$ cat config.mk
export PLATFORM = sky130hd
export DESIGN_NAME = monolith_axis_driver
export DESIGN_NICKNAME = d
export VERILOG_FILES = /design/src/rtl/monolith_pkg.sv /design/src/rtl/monolith_mod_reduce.sv /design/src/rtl/monolith_axis_driver.sv
export SDC_FILE = /design/constraint.sdc
export NUM_CORES = 1
export LEC_CHECK = 0
export CORE_ASPECT_RATIO = 1.4
export CORE_MARGIN = 2
export CORE_UTILIZATION = 35
export DETAILED_ROUTE_END_ITERATION = 7
export GPL_ROUTABILITY_DRIVEN = 0
export GPL_TIMING_DRIVEN = 0
export PLACE_DENSITY = 0.75
export SYNTH_ARGS = -nofsm -noshare
export SYNTH_HDL_FRONTEND = slang
export SYNTH_HIERARCHICAL = 1
export SYNTH_SLANG_ARGS = --single-unit
$ cat constraint.sdc
create_clock -name clk -period 3.1 [get_ports clk]
set_clock_uncertainty 0.05 [all_clocks]
set_input_delay 0.62 -clock clk [delete_from_list [all_inputs] [get_ports clk]]
set_output_delay 0.62 -clock clk [all_outputs]
set_load 0.01 [all_outputs]
$ cat src/rtl/monolith_pkg.sv
// Shared types and constants for the monolith engine front end.
package monolith_pkg;

  localparam bit [30:0] MONOLITH_P = 31'h7FFFFFFF;

  typedef bit [30:0] felt_t;

  typedef enum logic [2:0] {
    StIdle,
    StBeat2,
    StDrain,
    StRun,
    StSend
  } drv_state_t;

endpackage

$ cat src/rtl/monolith_mod_reduce.sv
// Combinational reduction of a 32-bit word into the field modulo p = 2^31-1.
module monolith_mod_reduce
  import monolith_pkg::*;
(
  input  logic [31:0] i_x,
  output felt_t       o_y
);

  logic [31:0] w_sum;

  // 2^31 == 1 (mod p), so the top bit folds back in as +1.
  assign w_sum = {1'b0, i_x[30:0]} + {31'b0, i_x[31]};

  always_comb begin
    if (w_sum >= {1'b0, MONOLITH_P}) begin
      o_y = w_sum[30:0] - MONOLITH_P;
    end else begin
      o_y = w_sum[30:0];
    end
  end

endmodule

$ cat src/rtl/monolith_axis_driver.sv
// AXI-Stream front end for the monolith hash/compress engine.
// Optional watchdog on RUN enabled by defining MONOLITH_DRV_WATCHDOG_EN.
module monolith_axis_driver
  import monolith_pkg::*;
#(
  parameter int unsigned TIMEOUT_CYCLES = 1024
) (
  input  logic        clk,
  input  logic        reset,
  input  logic [31:0] s_axis_tdata,
  input  logic        s_axis_tvalid,
  input  logic        s_axis_tlast,
  output logic        s_axis_tready,
  output logic [31:0] m_axis_tdata,
  output logic        m_axis_tvalid,
  input  logic        m_axis_tready,
  output logic        m_axis_tlast,
  output logic        m_axis_tuser,
  output logic [30:0] eng_in1,
  output logic [30:0] eng_in2,
  output logic        eng_flag,
  output logic        eng_go,
  input  logic [30:0] eng_out,
  input  logic        eng_valid,
  output logic        busy,
  output logic        proto_err
);

  drv_state_t r_state;
  felt_t      r_eng_in1;
  felt_t      r_eng_in2;
  logic       r_eng_flag;
  logic       r_eng_go;
  felt_t      r_result;
  logic       r_m_tvalid;
  logic       r_proto_err;
  felt_t      w_red;
  logic       w_accept;

  monolith_mod_reduce u_reduce (
    .i_x (s_axis_tdata),
    .o_y (w_red)
  );

  assign s_axis_tready = ~reset & ((r_state == StIdle) | (r_state == StBeat2) |
                                   (r_state == StDrain));
  assign w_accept      = s_axis_tvalid & s_axis_tready;

`ifdef MONOLITH_DRV_WATCHDOG_EN
  logic        r_tuser;
  logic [31:0] r_wd_cnt;
`else
  logic w_unused_timeout;
  assign w_unused_timeout = ^TIMEOUT_CYCLES;
`endif

  always_ff @(posedge clk) begin
    if (reset) begin
      r_state     <= StIdle;
      r_eng_in1   <= '0;
      r_eng_in2   <= '0;
      r_eng_flag  <= 1'b0;
      r_eng_go    <= 1'b0;
      r_result    <= '0;
      r_m_tvalid  <= 1'b0;
      r_proto_err <= 1'b0;
`ifdef MONOLITH_DRV_WATCHDOG_EN
      r_tuser     <= 1'b0;
      r_wd_cnt    <= '0;
`endif
    end else begin
`ifdef MONOLITH_DRV_WATCHDOG_EN
      // Held at zero outside RUN, which is the same as clearing on entry.
      if (r_state != StRun) r_wd_cnt <= '0;
`endif
      unique case (r_state)
        StIdle: begin
          if (w_accept) begin
            r_eng_in1 <= w_red;
            if (s_axis_tlast) begin
              r_eng_in2  <= '0;
              r_eng_flag <= 1'b0;
              r_eng_go   <= 1'b1;
              r_state    <= StRun;
            end else begin
              r_state <= StBeat2;
            end
          end
        end
        StBeat2: begin
          if (w_accept) begin
            r_eng_in2  <= w_red;
            r_eng_flag <= 1'b1;
            if (s_axis_tlast) begin
              r_eng_go <= 1'b1;
              r_state  <= StRun;
            end else begin
              r_proto_err <= 1'b1;
              r_state     <= StDrain;
            end
          end
        end
        StDrain: begin
          if (w_accept && s_axis_tlast) begin
            r_eng_go <= 1'b1;
            r_state  <= StRun;
          end
        end
        StRun: begin
          if (eng_valid) begin
            r_result   <= eng_out;
            r_eng_go   <= 1'b0;
            r_m_tvalid <= 1'b1;
            r_state    <= StSend;
`ifdef MONOLITH_DRV_WATCHDOG_EN
            r_tuser    <= 1'b0;
          end else if (r_wd_cnt == TIMEOUT_CYCLES - 1) begin
            r_result   <= '0;
            r_tuser    <= 1'b1;
            r_eng_go   <= 1'b0;
            r_m_tvalid <= 1'b1;
            r_state    <= StSend;
          end else begin
            r_wd_cnt <= r_wd_cnt + 32'd1;
`endif
          end
        end
        StSend: begin
          if (m_axis_tready) begin
            r_m_tvalid <= 1'b0;
            r_state    <= StIdle;
          end
        end
        default: r_state <= StIdle;
      endcase
    end
  end

`ifdef MONOLITH_DRV_WATCHDOG_EN
  assign m_axis_tuser = r_tuser;
`else
  assign m_axis_tuser = 1'b0;
`endif

  assign m_axis_tdata  = {1'b0, r_result};
  assign m_axis_tvalid = r_m_tvalid;
  assign m_axis_tlast  = 1'b1;
  assign eng_in1       = r_eng_in1;
  assign eng_in2       = r_eng_in2;
  assign eng_flag      = r_eng_flag;
  assign eng_go        = r_eng_go;
  assign busy          = (r_state != StIdle);
  assign proto_err     = r_proto_err;

endmodule

# After elaboration in Yosys (flattened, before gate mapping)
# Index checks and enable logic that the tools add are counted.
[totals] reg_bits=100 inputBits=69 out_inout_bits=102 word_cells=68
[classes] add_sub_neg=2 n_lt_le_gt_ge=1 n_eq_ne=12 mux=25 n_bitwise=6 n_reduce_logical=14
[ops] op="2-to-1 mux 31 bit" n=4
[ops] op="one-hot mux 31 bit (2 select lines)" n=1
[ops] op="adder 31 x 1 -> 32 bit" n=1
[ops] op=">= comparator 32 x 31 -> 1 bit, second input constant" n=1
[ops] op="subtractor 31 bit, second input constant" n=1
[ops] op="2-to-1 mux 3 bit" n=5
[ops] op="one-hot mux 3 bit (5 select lines)" n=1
[ops] op="2-to-1 mux 1 bit" n=10
[ops] op="inequality test 2 bit, second input constant" n=5
[ops] op="AND reduction 5 bit" n=2
[ops] op="equality test 3 x 2 -> 1 bit, second input constant" n=2
[ops] op="inequality test 2 x 1 -> 1 bit, second input constant" n=3
[ops] op="AND reduction 3 bit" n=2
[ops] op="nonzero test 3 bit" n=2
[ops] op="one-hot mux 1 bit (2 select lines)" n=2
[ops] op="AND reduction 2 bit" n=2
[ops] op="AND reduction 4 bit" n=1
[ops] op="nonzero test 2 bit" n=2
[ops] op="equality test 3 x 1 -> 1 bit, second input constant" n=1
[ops] op="equality test 3 bit, second input constant" n=1
[ops] op="logical NOT 3 bit" n=1
[ops] op="one-hot mux 1 bit (3 select lines)" n=1
[ops] op="AND 1 bit" n=2
[ops] op="2-to-1 mux 2 bit" n=1
[ops] op="4 further kinds" n=6

# Depth between registers and ports, before layout
# Gate-level depths: netlist (run 1).
[depth] depth_word=8 depth_mapped=15

# Hierarchy
# Netlist (run 1), hierarchy kept.
[by_module_without_submodules] module="monolith_axis_driver" instances=1 cells_each=426 area_each_um2=3595.9 seq_area_each_um2=2001.9
[by_module_without_submodules] module="monolith_mod_reduce" instances=1 cells_each=185 area_each_um2=1239.9 seq_area_each_um2=0.0

# Worst setup path after synthesis (run 1)
# No wires, ideal clock.
[synth_path] path_type="input to register" start="input port s_axis_tdata[0]" end="register r_eng_in2[1] (netlist: eng_in2[1])" setup_ns=0.128 t_arrival_ns=3.140 path_slack_ns=-0.217 path_stages=14 n_path_buf=2 cell_sequence="ha_1 -> ha_1 -> clkbuf_1 -> nand4_2 -> nor4_2 -> buf_4 -> and4_1 -> o2111ai_1 -> nor4_2 -> and4_4 -> nor2_2 -> mux2_4 -> a22oi_1 -> nor2_1"
[synth_via] elab_chain_cells=5 word_cells_on_any_way=6
[synth_lines] item="from (decl)" line="monolith_axis_driver.sv:10" text="input logic [31:0] s_axis_tdata,"
[synth_lines] item="adder 31 x 1 -> 32 bit (*)" line="monolith_mod_reduce.sv:12" text="assign w_sum = {1'b0, i_x[30:0]} + {31'b0, i_x[31]};"
[synth_lines] item="subtractor 31 bit or >= comparator 32 x 31 -> 1 bit (tied branches)" line="monolith_mod_reduce.sv:16, monolith_mod_reduce.sv:15"
[synth_lines] item="2-to-1 mux 31 bit (*)" line="monolith_mod_reduce.sv:15" text="if (w_sum >= {1'b0, MONOLITH_P}) begin"
[synth_lines] item="net w_red[1]" line="monolith_axis_driver.sv:37" text="felt_t w_red;"
[synth_lines] item="2-to-1 mux 31 bit (*)" line="monolith_axis_driver.sv:91" text="if (w_accept) begin"
[synth_lines] item="one-hot mux 31 bit (2 select lines) (*)" line="monolith_axis_driver.sv:76" text="unique case (r_state)"
[synth_lines] item="to (signal assigned)" line="monolith_axis_driver.sv:92" text="r_eng_in2 <= w_red;"
[synth_lines] item="to (decl)" line="monolith_axis_driver.sv:31" text="felt_t r_eng_in2;"
# Mark *: on every way through the listed nets, which the timed path passes. The rest lies on a longest branch. The select of a mux whose other input is x is not followed.
# A chain may end at the register's enable or synchronous reset.

# Worst setup path in the final report (run 1)
[layout_path] start="input port s_axis_tdata[9]" end="register r_eng_in2[1] (netlist: eng_in2[1])"
[layout_via] elab_chain_cells=5
[layout_lines] item="adder 31 x 1 -> 32 bit" line="monolith_mod_reduce.sv:12"
[layout_lines] item=">= comparator 32 x 31 -> 1 bit" line="monolith_mod_reduce.sv:15"
[layout_lines] item="2-to-1 mux 31 bit" line="monolith_mod_reduce.sv:15"
[layout_lines] item="net w_red[1]" line="monolith_axis_driver.sv:37"
[layout_lines] item="2-to-1 mux 31 bit" line="monolith_axis_driver.sv:91"
[layout_lines] item="one-hot mux 31 bit (2 select lines)" line="monolith_axis_driver.sv:76"
# The timed path passes the listed nets, and every way through them passes these cells. The select of a mux whose other input is x is not followed.

==> results of run 1 <==
## final cells by class
class | count | area [um2] | area share
Clock buffer | 10 | 239 | 0.0319
Inverter | 5 | 18.8 | 0.00250
Buffer | 43 | 263 | 0.0350
Sequential cell | 100 | 2000 | 0.267
Multi-Input combinational cell | 463 | 2820 | 0.376
Tap cell | 182 | 228 | 0.0304
Clock inverter | 6 | 63.8 | 0.00851
Antenna cell | 2 | 5.00 | 0.000667
Timing Repair Buffer | 196 | 1860 | 0.248
## power breakdown
| group | switching [uW] | leakage [uW] | total, uW | internal [uW] |
|---|---|---|---|---|
| clock | 483 | 0.000144 | 1130 | 646 |
| combinational | 258 | 0.00181 | 496 | 238 |
| sequential | 22.0 | 0.000810 | 1350 | 1320 |
| total | 764 | 0.00276 | 2970 | 2210 |
## per-stage QoR
| stage | setup TNS, ps | hold WS, ps |
|---|---|---|
| global route | -636 | 420 |
| detailed placement | -51700 | 395 |
| CTS | 0 | 404 |
| finish | 0 | 403 |
| global placement | -49920 | 391 |
| floorplan | -47.9 | 431 |
## cells in the final DEF (no fill, tap or decap), types with 13 or more instances in the layout
master and instances:
nand2_1 140, buf_2 13, xor2_1 19, a22oi_1 30, nand3_1 13, dfxtp_1 100
a21oi_1 68, clkbuf_1 17, nor2_1 69, buf_4 36, clkdlybuf4s50_1 141
## registers in the layout (all words and copies together), names as in the netlist
signal	cells
eng_flag	1
eng_go	1
eng_in1	31
eng_in2	31
m_axis_tvalid	1
proto_err	1
r_result	31
r_state	3
## worst max-delay path, cell delays in order
cell	delay, ps
clkbuf_2	170
nand4_4	190
buf_4	190
nor4_4	240
buf_4	170
nor4bb_4	310
o21ai_2	100
a211oi_2	300
and4_4	330
nor2_4	50
mux2_4	320
a22oi_2	150
nor2_1	50
## worst max-delay path by stage
stage	startpoint	endpoint	slack [ps]	depth (start not counted)
finish	s_axis_tdata[9]	eng_in2[1]$_SDFFE_PP0P_	60	13
global route	s_axis_tdata[9]	eng_in2[21]$_SDFFE_PP0P_	-70	14
CTS	s_axis_tdata[9]	eng_in2[1]$_SDFFE_PP0P_	1	11
detailed placement	s_axis_tdata[0]	eng_in2[9]$_SDFFE_PP0P_	-1060	16
global placement	s_axis_tdata[0]	eng_in2[9]$_SDFFE_PP0P_	-1010	16
floorplan	s_axis_tdata[0]	eng_in2[1]$_SDFFE_PP0P_	-50	14
## routing by layer
layer,vias up,share of wire,global-route usage
li1,2507,-,-
met1,2346,0.37,0.217
met2,193,0.53,0.384
met3,29,0.068,0.0406
met4,0,0.033,0.0949
met5,-,0,0
## cell families (layout without fill, tap and decap cells)
| family | after synthesis | in the layout | synth area share |
|---|---|---|---|
| muxes | 1 | 1 | 0.00310 |
| adders and majority gates | 3 | 3 | 0.00776 |
| xor gates and xnor gates | 29 | 29 | 0.0525 |
| and+or+nand+nor | 299 | 299 | 0.303 |
| other | 2 | 5 | 0.00155 |
| buffers and inverters | 49 | 260 | 0.0556 |
| AOI/OAI and AO/OA | 128 | 128 | 0.163 |
| DFF | 100 | 100 | 0.414 |
## timing repair
item / in CTS / in global routing
pin swaps: 23 / 22
hold buffers: 0 / 0
buffers inserted: 26 / 7
hold endpoints to repair: 0 / 0
gates resized for setup: 51 / 50
setup endpoints to repair: 62 / 60
==> impl_results.md, run 1 <==
* Clock transition at path regs at 70 ps
* Origin of the critical flop-to-flop path: r_state[2]$_SDFFE_PP0P_
* Fill cell count at 1,253
* Peak VDD IR at 0.284 mV
* Fin. max-slew vios at 0
* I/O pins at 171
* Via Count at 5,075
* Sequential-to-total area share from yosys stat at 0.414
* Power Total at 2970 uW
* Area Growth Syn to Fin at 55.1%
* Hold Fails Final Rpt at 0
* FP Rows at 50
* Initial antenna violation count at 2
* Largest net degree at the start of global routing at 17
* Hold Path Class: reg2reg
* Root buffer cell: clkbuf_16
* EDFF count, synth at 0
* CP Data Arrival Time at 3210 ps
* Cell Area, Synth at 0.00484 mm2
* Reg-to-Reg End: eng_in2[26]$_SDFFE_PP0P_
* Syn Area/Cell at 7.91 um2
* Critical Path RT at 3260 ps
* Worst-Margin Slew at 652 ps
* TritonCTS clock tree: yes
* Max-cap violations at 0
* Synth top area cells: dfxtp_1 41%, nand2_1 11%, a21oi_1 7.2%
* Fin util at 0.557
* Hold path depth at 2
* Synthesized netlist cell count at 611
* Startpoint Class: input pin
* Clk_lat worst skew at 340 ps
* Critical path class: in2reg
* Most instantiated library cell after synthesis: nand2_1
* Nets at 890
* H-tree depth at 3
* Worst r2r path cells at 5
* Starting density of the core at 0.360
* Register-to-Register Setup Slack at 1450 ps
* Yosys warns at 6
* Number of global-route vias before repair at 4,773
* Synth area leader: dfxtp_1
* Die Area at 0.0148 mm2
* Endpoint, Worst Hold: r_result[23]$_SDFFE_PP0P_
* Routed WL per cell at 15.8 um
* CTS Buf Count at 9
* Pre-CTS setup slack at -1060 ps
* Final worst slack at 56.7 ps
* Slew margin rel. at 0.566
* Asr flop ratio synth at 0
* Final Cell Area at 0.00750 mm2
* IO buf count at 164
* First-pass GRT wire length at 23.7 mm
* Global route overflow at 0
* Top cell type's share of synthesized area at 0.414
* Gr usage total at 0.207
* Largest fanout on the critical path at 8
* Max Buffers Root-to-Sink at 2
* Final Critical Period at 3040 ps
* Pwr Density at 396 mW/mm2
* Post-route ant nets at 0
* Max Clk Rate at 0.329 GHz
* Synthesis-stage register bit count at 100
* Sink Count at 100
* Drt initial violations at 202
* First-pass DRT Iterations at 5
* Vias per inst at 5.04
* Core Region at 0.0135 mm2
* Leakage power total at 0.00276 uW
* Drt drc at 0
* Die Ht at 143 um
* Die Wd at 103 um
* Drt total wl at 15.9 mm
* Final Setup Violations at 0
* Post-DP HPWL at 12.0 mm
* HP Start: r_result[23]$_SDFFE_PP0P_
* Layout cells sized above 1 at 0.163
* Crit share post-route at 0.982
* Run status: completed
* Inst Count DP at 958
* Post-synth top flop: dfxtp_1
* Post-synth top cells: 142 x nand2_1, 100 x dfxtp_1, 72 x nor2_1
* Synth cell types at 61
* CP endpoint kind: flop
* Finished Layout Cells at 1,007
* Cell Area, Placed at 0.00673 mm2
(Power assumes the default switching activity.)
==> inputs of run 2 (changes only) <==
--- a/config.mk
+++ b/config.mk
@@ -9,9 +9,9 @@
 export CORE_MARGIN = 2
 export CORE_UTILIZATION = 35
 export DETAILED_ROUTE_END_ITERATION = 7
-export GPL_ROUTABILITY_DRIVEN = 0
 export GPL_TIMING_DRIVEN = 0
-export PLACE_DENSITY = 0.75
+export HOLD_SLACK_MARGIN = 0.12
+export PLACE_DENSITY = 0.73
 export SYNTH_ARGS = -nofsm -noshare
 export SYNTH_HDL_FRONTEND = slang
 export SYNTH_HIERARCHICAL = 1
==> constraint.sdc (replaced) <==
create_clock -name clk -period 3.73 [get_ports clk]
set_clock_uncertainty 0.05 [all_clocks]
set_input_delay 0.746 -clock clk [delete_from_list [all_inputs] [get_ports clk]]
set_output_delay 0.746 -clock clk [all_outputs]
set_load 0.01 [all_outputs]
==> run 2 against run 1 <==
Against the previous run: core utilization down 1.3 points; sequential power shrank 17%; largest power group unchanged; first-iteration DRC count up 30%.
==> impl_results.md, run 2 (synthesis gave the netlist of run 1 again) <==
* Cell Area, Placed at 0.00671 mm2 (-0.32%)
* Gr usage total at 0.199 (-0.00726)
* Root buffer cell: clkbuf_16
* Final Cell Area at 0.00732 mm2 (-2.3%)
* Peak VDD IR at 0.285 mV (+0.50%)
* Area Growth Syn to Fin at 51.4%
* Clock power frac at 0.396 (+0.016)
* Post-DP HPWL at 11.9 mm (-0.92%)
* Met1 WL at 6.10 mm (+3.0%)
* First-pass DRT Iterations at 5 (unchanged)
* CP endpoint kind: flop
* Drt drc at 0 (unchanged)
* Finished Layout Cells at 994 (-1.3%)
* Critical path class: in2reg
* Logic pwr share at 0.159 (-0.008)
* Routed WL per cell at 15.5 um (-1.8%)
* Die Wd at 103 um (unchanged)
* First-pass GRT wire length at 22.9 mm (-3.3%)
* Largest net degree at the start of global routing at 16 (-1)
* Fin. max-slew vios at 0 (unchanged)
* Leakage power total at 0.00261 uW (-5.5%)
* Post-route ant nets at 0 (unchanged)
* IO buf count at 164 (unchanged)
* Internal power at 1900 uW (-14%)
* Hold Path Class: reg2reg
* Switching share of power at 0.244 (-0.0134)
* Hold slack at 402 ps (-1.33 ps)
* Die Ht at 143 um (unchanged)
* FP Rows at 50 (unchanged)
* Final Setup Violations at 0 (unchanged)
* N_diodes at 0 (-2)
* Hold Fails Final Rpt at 0 (unchanged)
* Critical Path RT at 3890 ps (+630 ps)
* Number of global-route vias before repair at 4,566 (-4.3%)
* Max Buffers Root-to-Sink at 2 (unchanged)
* Nets at 879 (-1.2%)
* Vias per inst at 4.97 (-1.4%)
* Commonest non-fill, non-tap cell in the layout: clkdlybuf4s50_1
* NetSw at 613 uW (-20%)
* Clock transition at path regs at 70 ps (about the same)
* Fill cell count at 1,287 (+2.7%)
* Most frequent cells in the layout: 160 x clkdlybuf4s50_1, 141 x nand2_1, 100 x dfxtp_1
* Die Area at 0.0148 mm2 (unchanged)
* Final GP Congestion at 0.870
* Starting density of the core at 0.360 (unchanged)
* Drt initial violations at 262 (+30%)
* Sink Count at 100 (unchanged)
* TritonCTS clock tree: yes
* Pwr Density at 344 mW/mm2 (-13%)
* Via Count at 4,939 (-2.7%)
* I/O pins at 171 (unchanged)
* Clk_lat worst skew at 330 ps (about the same)
* Max-cap violations at 0 (unchanged)
* Final Critical Period at 3650 ps
* Final worst slack at 77.8 ps (+21.0 ps)
* Slew margin rel. at 0.565 (-0.000867)
* Max Clk Rate at 0.274 GHz
* Met2 WL at 8.03 mm (-3.9%)
* Worst-Margin Slew at 653 ps (+1.30 ps)
* Sequential fraction of design power at 0.445 (-0.008)
* Layout cells sized above 1 at 0.117 (-0.0458)
* Largest fanout on the critical path at 8 (unchanged)
* WL met3 at 857 um (-21%)
* CTS Buf Count at 9 (unchanged)
* CP Data Arrival Time at 3810 ps (+600 ps)
* Pre-CTS setup slack at -792 ps (+272 ps)
* Core Region at 0.0135 mm2 (unchanged)
* Max Used Layer: met4
* Run status: completed
* Crit share post-route at 0.979
* Initial antenna violation count at 0 (-2)
* Global route overflow at 0 (unchanged)
* Startpoint Class: input pin
* Drt total wl at 15.4 mm (-3.1%)
* Inst Count DP at 958 (unchanged)
* H-tree depth at 3 (unchanged)
[run 2: what timing repair did]
item / CTS / global route
setup buffers: 0 / 21
gates resized for setup: 6 / 22
hold buffers: 0 / 0
pin swaps: 1 / 18
setup endpoints to repair: 55 / 53
[run 2: path summary, 6_finish.rpt]
kind                                                start                         to  slack, ps  depth (start not counted)
worst max-delay path                      s_axis_tdata[0]    eng_in2[1]$_SDFFE_PP0P_         80                         14
worst min-delay path            r_result[27]$_SDFFE_PP0P_  r_result[27]$_SDFFE_PP0P_        400                          2
worst max register to register    r_state[2]$_SDFFE_PP0P_   eng_in2[19]$_SDFFE_PP0P_       2110                          5
worst min register to register  r_result[27]$_SDFFE_PP0P_  r_result[27]$_SDFFE_PP0P_        400                          2
[run 2: metrics by stage]
step | utilization | total power, uW | setup TNS, ps
global route | 0.544 | 2630 | -1410
floorplan | - | 1320 | 0
finish | 0.544 | 2520 | 0
global placement | 0.499 | 1530 | -34730
detailed placement | 0.499 | 1530 | -34460
CTS | 0.524 | 2530 | 0
[run 2: critical path, cell delays in order]
cell	delay [ps]
clkdlybuf4s50_1	500
ha_4	170
ha_4	170
nand4_4	180
nor4_4	290
buf_6	170
and4_4	220
o2111ai_2	120
nor4_2	320
and4_4	320
nor2_2	60
mux2_4	310
a22oi_1	170
nor2_1	50
[run 2: cell type report]
| type | instances | area (um2) | share of cell area |
|---|---|---|---|
| flip-flops and latches | 100 | 2000 | 0.273 |
| repair buffers | 185 | 1820 | 0.249 |
| inverters | 5 | 18.8 | 0.00256 |
| plain buffers | 43 | 259 | 0.0354 |
| well taps | 182 | 228 | 0.0311 |
| multi-input cells | 463 | 2680 | 0.365 |
| clock buffers | 12 | 246 | 0.0337 |
| clock inverters | 4 | 72.6 | 0.00991 |
[run 2: power groups by stage]
stage | Sequential (uW) | Combinational (uW) | Clock [uW]
3_3_place_gp | 1140 | 384 | 0
5_1_grt | 1120 | 439 | 1070
6_report | 1120 | 401 | 997
3_5_place_dp | 1140 | 385 | 0
2_1_floorplan | 1160 | 168 | 0
4_1_cts | 1120 | 391 | 1020
[run 2: routing by layer]
| layer | up-vias | global-route usage |
|---|---|---|
| met1 | 2264 | 0.219 |
| met2 | 179 | 0.370 |
| met3 | 21 | 0.0357 |
| li1 | 2475 | - |
| met5 | - | 0 |
| met4 | 0 | 0.0748 |
